===== config.mk =====
export PLATFORM = sky130hd
export DESIGN_NAME = fifo_stream_reader
export DESIGN_NICKNAME = d
export VERILOG_FILES = /design/src/rtl/fifo_stream_reader.sv
export SDC_FILE = /design/constraint.sdc
export NUM_CORES = 1
export LEC_CHECK = 0
export CORE_ASPECT_RATIO = 0.7
export CORE_UTILIZATION = 31
export CTS_BUF_LIST = sky130_fd_sc_hd__clkbuf_4
export DETAILED_ROUTE_END_ITERATION = 12
export GPL_TIMING_DRIVEN = 0
export PLACE_DENSITY = 0.63
export REMOVE_ABC_BUFFERS = 1
export SYNTH_ARGS = -nofsm -noshare
export SYNTH_HDL_FRONTEND = slang
export SYNTH_SLANG_ARGS = --single-unit

===== constraint.sdc =====
create_clock -name clk -period 2.56 [get_ports clk]
set_input_delay 0.256 -clock clk [delete_from_list [all_inputs] [get_ports clk]]
set_output_delay 0.256 -clock clk [all_outputs]
set_load 0.01 [all_outputs]

===== src/rtl/fifo_stream_reader.sv =====
// Read-side master for a synchronous FIFO: issues reads, absorbs the one-cycle
// read latency in a small skid buffer and re-presents words on a valid/ready stream.
module fifo_stream_reader #(
    parameter int DATA_WIDTH  = 8,
    parameter int BUF_DEPTH   = 2,
    parameter int COUNT_WIDTH = 16
) (
    input  logic                   clk,
    input  logic                   reset,
    input  logic                   enable,
    input  logic                   fifo_empty,
    input  logic [DATA_WIDTH-1:0]  fifo_rdata,
    output logic                   fifo_rd_en,
    output logic                   m_valid,
    input  logic                   m_ready,
    output logic [DATA_WIDTH-1:0]  m_data,
    output logic [COUNT_WIDTH-1:0] word_count,
    output logic                   idle
);

    localparam int PTR_WIDTH = $clog2(BUF_DEPTH);
    localparam int OCC_WIDTH = $clog2(BUF_DEPTH + 1);
    localparam logic [OCC_WIDTH:0] DEPTH_LIMIT = (OCC_WIDTH + 1)'(BUF_DEPTH);

    logic [DATA_WIDTH-1:0] mem [BUF_DEPTH];
    logic [PTR_WIDTH-1:0]  rd_ptr;
    logic [PTR_WIDTH-1:0]  wr_ptr;
    logic [OCC_WIDTH-1:0]  occupancy;
    logic                  inflight;
    logic                  pop;
    logic [OCC_WIDTH:0]    committed;

    // committed counts slots already owed after this edge: stored words plus
    // the word in flight, minus the word leaving now. It is also next occupancy.
    always_comb begin
        pop        = m_valid && m_ready;
        committed  = {1'b0, occupancy} + {{OCC_WIDTH{1'b0}}, inflight}
                   - {{OCC_WIDTH{1'b0}}, pop};
        fifo_rd_en = !reset && enable && !fifo_empty && (committed < DEPTH_LIMIT);
    end

    assign m_valid = (occupancy != '0);
    assign m_data  = mem[rd_ptr];
    assign idle    = (occupancy == '0) && !inflight;

    always_ff @(posedge clk) begin
        if (reset) begin
            mem        <= '{default: '0};
            rd_ptr     <= '0;
            wr_ptr     <= '0;
            occupancy  <= '0;
            inflight   <= 1'b0;
            word_count <= '0;
        end else begin
            if (inflight) begin
                mem[wr_ptr] <= fifo_rdata;
                wr_ptr      <= wr_ptr + 1'b1;
            end
            if (pop) begin
                rd_ptr     <= rd_ptr + 1'b1;
                word_count <= word_count + 1'b1;
            end
            occupancy <= committed[OCC_WIDTH-1:0];
            inflight  <= fifo_rd_en;
        end
    end

endmodule


==> key figures <==
STA
  • Slew Viols, Final: 0
  • Fmax: between 300 and 400 MHz
  • Final min period: roughly 2.6 ns
  • Final Setup Violations: 1
  • Final Hold Viols: 0
  • Final worst clock skew: 0.002186 ns
  • Hold slack: about 0.46 ns
  • Unrepaired setup endpoints after global routing: yes
  • Setup TNS: -0.02914 ns
  • Fin crit share: 101.1%
  • Slew Limit Headroom: 51.34%
  • Slew @ Worst Pin: 0.7299 ns
  • Final setup margin: -0.02914 ns

Synthesis
  • Syn Std Cell Area: 1637 µm²
  • Synth unique cells: 28
  • Cell accounting for the most synthesized area: dfxtp_1
  • Ys Warns: 0
  • #FFs+latches synth: 37
  • Gate Count Post-Synth: 194
  • Top cells by area, synth: dfxtp_1 45%, a21oi_1 7.6%, nand2_1 7.1%
  • Seq/Total Area, Yosys: between 40% and 50%
  • Top cell type's share of synthesized area: 45.26%
  • Post-Syn Area per Cell: 8.436 µm²

Run status
  • Failing checks: setup timing
  • Status: finished, violations left

Drt
  • Vias post-DR: 1454
  • WL/cell: around 12 µm
  • Final wirelength: 3.829 mm
  • Iteration-0 DRC count of the detailed router: 78
  • Antenna viol nets, final: 0
  • Via/cell ratio: 4.721
  • Drt pass-1 iters: 4
  • DRC: 0

Global route
  • GR Overflow Total: 0
  • Largest net degree at the start of global routing: 39
  • Initial antenna violation count: 0
  • GRT Total Usage: around 15%
  • First-pass GRT wire length: 6.354 mm
  • Number of global-route vias before repair: 1292

Setup path
  • Critical Path Start: occupancy[1]$_SDFF_PP0_
  • Worst Path Max Fanout: 6
  • Worst setup SP type: flip-flop
  • Path depth of the worst reg2reg path: 9
  • Worst R2R Setup Slack: 0.43 ns
  • R2r startpoint: occupancy[1]$_SDFF_PP0_
  • R2r endpoint: inflight$_SDFF_PP0_
  • Crit path capture type: primary output
  • Required @ worst endpoint: 2.30 ns
  • Crit Path Category: flip-flop to primary output
  • Worst EP arrival: 2.33 ns

Placed design
  • Dpl cells: around 300
  • Hpwl dp: roughly 2.6 mm
  • GPL Wtd Cong: 0.7552
  • PortBufs: 39

Die
  • Die width: just under 90 µm
  • Row Count: 21
  • Die area: 5579 µm²
  • Core Region: 4913 µm²
  • Top Ports: 40
  • Die Height: 62.79 µm
  • Initial Util: 33.31%

Clock tree
  • Max Root-Sink Buffers: 2
  • CTS Buf Count: 5
  • Post-CTS Hold Fix Bufs: 0
  • TritonCTS clock tree: built
  • H-tree levels: 2
  • Insertion delay to the later sink of the worst-skew pair: around 0.33 ns
  • Clk slew on worst S/H paths: 0.10 ns
  • Clock Sinks: 37
  • CTS Root Cell: clkbuf_4

Power and ir drop
  • Int Power: 1081 µW
  • Clock power frac: around a fifth
  • Power density over the cells: 699.9 nW/µm²
  • Switching power share of the total: a little under a third
  • Net Switching: between 500 and 600 µW
  • Leak pwr: 0.0007504 µW
  • Worst vdd ir: 0.0002471 V
  • Gate power share: 35.3%
  • Reg power frac: between 40% and 50%

Flow run
  • Max Cap Viol: 0

Layout
  • # diodes: 0
  • Fillcell total: around 500
  • Post-layout nets: 255
  • Fraction of layout cells with a size suffix above 1: 18.41%
  • Core Util, Final: 46.04%
  • Post-Layout Cell Count: about 300
  • Area growth syn-to-layout: 38.23%

Worst hold path
  • Hold path startpoint: reset
  • Hold Path Class: primary input to flip-flop
  • Worst hold endpoint: word_count[5]$_SDFFE_PP0P_
  • Worst hold path stage count: 2
## synthesized netlist by cell type, drive strengths merged
cell	n
or2	3
o21ai	6
inv	10
nor3	4
xor2	1
nand3	12
nand2	31
nor2	12
dfxtp	37
nor2b	2
clkbuf	9
o211ai	1
fa	1
or4	3
ha	3
o2111ai	1
o31ai	1
nor4	3
nand2b	2
or3	7
xnor2	9
nand4	3
a21oi	25
mux2	8
## metal layers
layer / up-vias / share of wire, % / global-route usage [%] / wire (µm)
met5: - / 0 / 0 / 0
met4: 0 / 1.0 / 5.444 / 40
met3: 5 / 3.8 / 3.567 / 145
met1: 672 / 52 / 23.31 / 1981
met2: 27 / 43 / 19.04 / 1663
li1: 750 / - / - / -
## layout by cell type (no fill, tap or decap), types with 2 or more instances in the layout
cell type | synthesis | routed
clkdlybuf4s50_1 | 0 | 37
dfxtp_1 | 37 | 34
nand2_1 | 31 | 31
a21oi_1 | 25 | 25
nor2_1 | 12 | 12
nand3_1 | 12 | 12
mux2_2 | 8 | 8
inv_1 | 10 | 8
xnor2_1 | 9 | 8
clkbuf_4 | 0 | 8
buf_4 | 0 | 7
o21ai_0 | 5 | 5
or3_1 | 5 | 5
nor3_1 | 4 | 4
or2_2 | 3 | 3
dfxtp_4 | 0 | 3
inv_2 | 0 | 2
nor2b_1 | 2 | 2
nand4_1 | 2 | 2
or4_1 | 2 | 2
nor4_1 | 3 | 2
or3_2 | 2 | 2
ha_4 | 0 | 2
buf_2 | 0 | 2
## stage by stage
stage / setup WS (ns) / power, µW / cell area [µm²]
2_1_floorplan: 0.005482 / 910.0 / 1603
3_3_place_gp: -0.9265 / 1090 / 2079
3_5_place_dp: -0.8810 / 1093 / 2079
4_1_cts: -0.1437 / 1513 / 2216
5_1_grt: -0.1430 / 1689 / 2262
6_report: -0.02914 / 1583 / 2262
## critical path, stage by stage, from the launching register on
cell and delay (ns):
dfxtp_4 0.38, o21ai_4 0.16, inv_2 0.07, ha_4 0.25
inv_2 0.04, ha_4 0.15, fa_2 0.36, xnor2_2 0.17
nor4_4 0.25, buf_2 0.16
## power by group through the flow
| stage | clock network [µW] | logic [µW] | registers [µW] |
|---|---|---|---|
| after detailed placement | 0 | 385 | 709 |
| after floorplan | 0 | 221 | 689 |
| after global routing | 374 | 602 | 713 |
| after global placement | 0 | 382 | 709 |
| final | 320 | 558 | 704 |
| after CTS | 338 | 470 | 705 |
## layout make-up
class                           count  area [µm²]  share of cell area, %
Clock buffer                        8       60.06                  2.655
Inverter                           10       37.54                  1.659
Multi-Input combinational cell    138       893.4                  39.49
Sequential cell                    37       752.0                  33.24
Tap cell                           69       86.33                  3.816
Timing Repair Buffer               46       432.9                  19.14
## flip-flops by register name (all words and copies together), names as in the netlist
| register | count |
|---|---|
| mem | 16 |
| wr_ptr | 1 |
| rd_ptr | 1 |
| word_count | 16 |
| occupancy | 2 |
| inflight | 1 |
## cell families (layout without fill, tap and decap cells)
| logic type | count (synthesis) | in the layout | share of synthesized area (%) |
|---|---|---|---|
| xor+xnor | 10 | 10 | 5.352 |
| simple gates | 82 | 82 | 25.08 |
| buf+inv | 19 | 64 | 4.358 |
| fa+ha+maj | 4 | 4 | 3.517 |
| flops | 37 | 37 | 45.26 |
| mux | 8 | 8 | 5.505 |
| compound gates | 34 | 34 | 10.93 |
## timing repair
item                       4_1_cts  5_1_grt
resized for setup               19        4
setup endpoints to repair        1        1
pin swaps                        4        3
buffers inserted                 3        4
## how the worst max path moves through the flow
stage                             to  slack, ns  depth (start not counted)
after detailed placement  fifo_rd_en      -0.88                         10
after global placement    fifo_rd_en      -0.93                         10
final                     fifo_rd_en      -0.03                          9
after floorplan           fifo_rd_en      0.005                          8
after global routing      fifo_rd_en      -0.14                          9
after CTS                 fifo_rd_en      -0.14                          9
No activity file was read; power rests on OpenSTA's default activity.
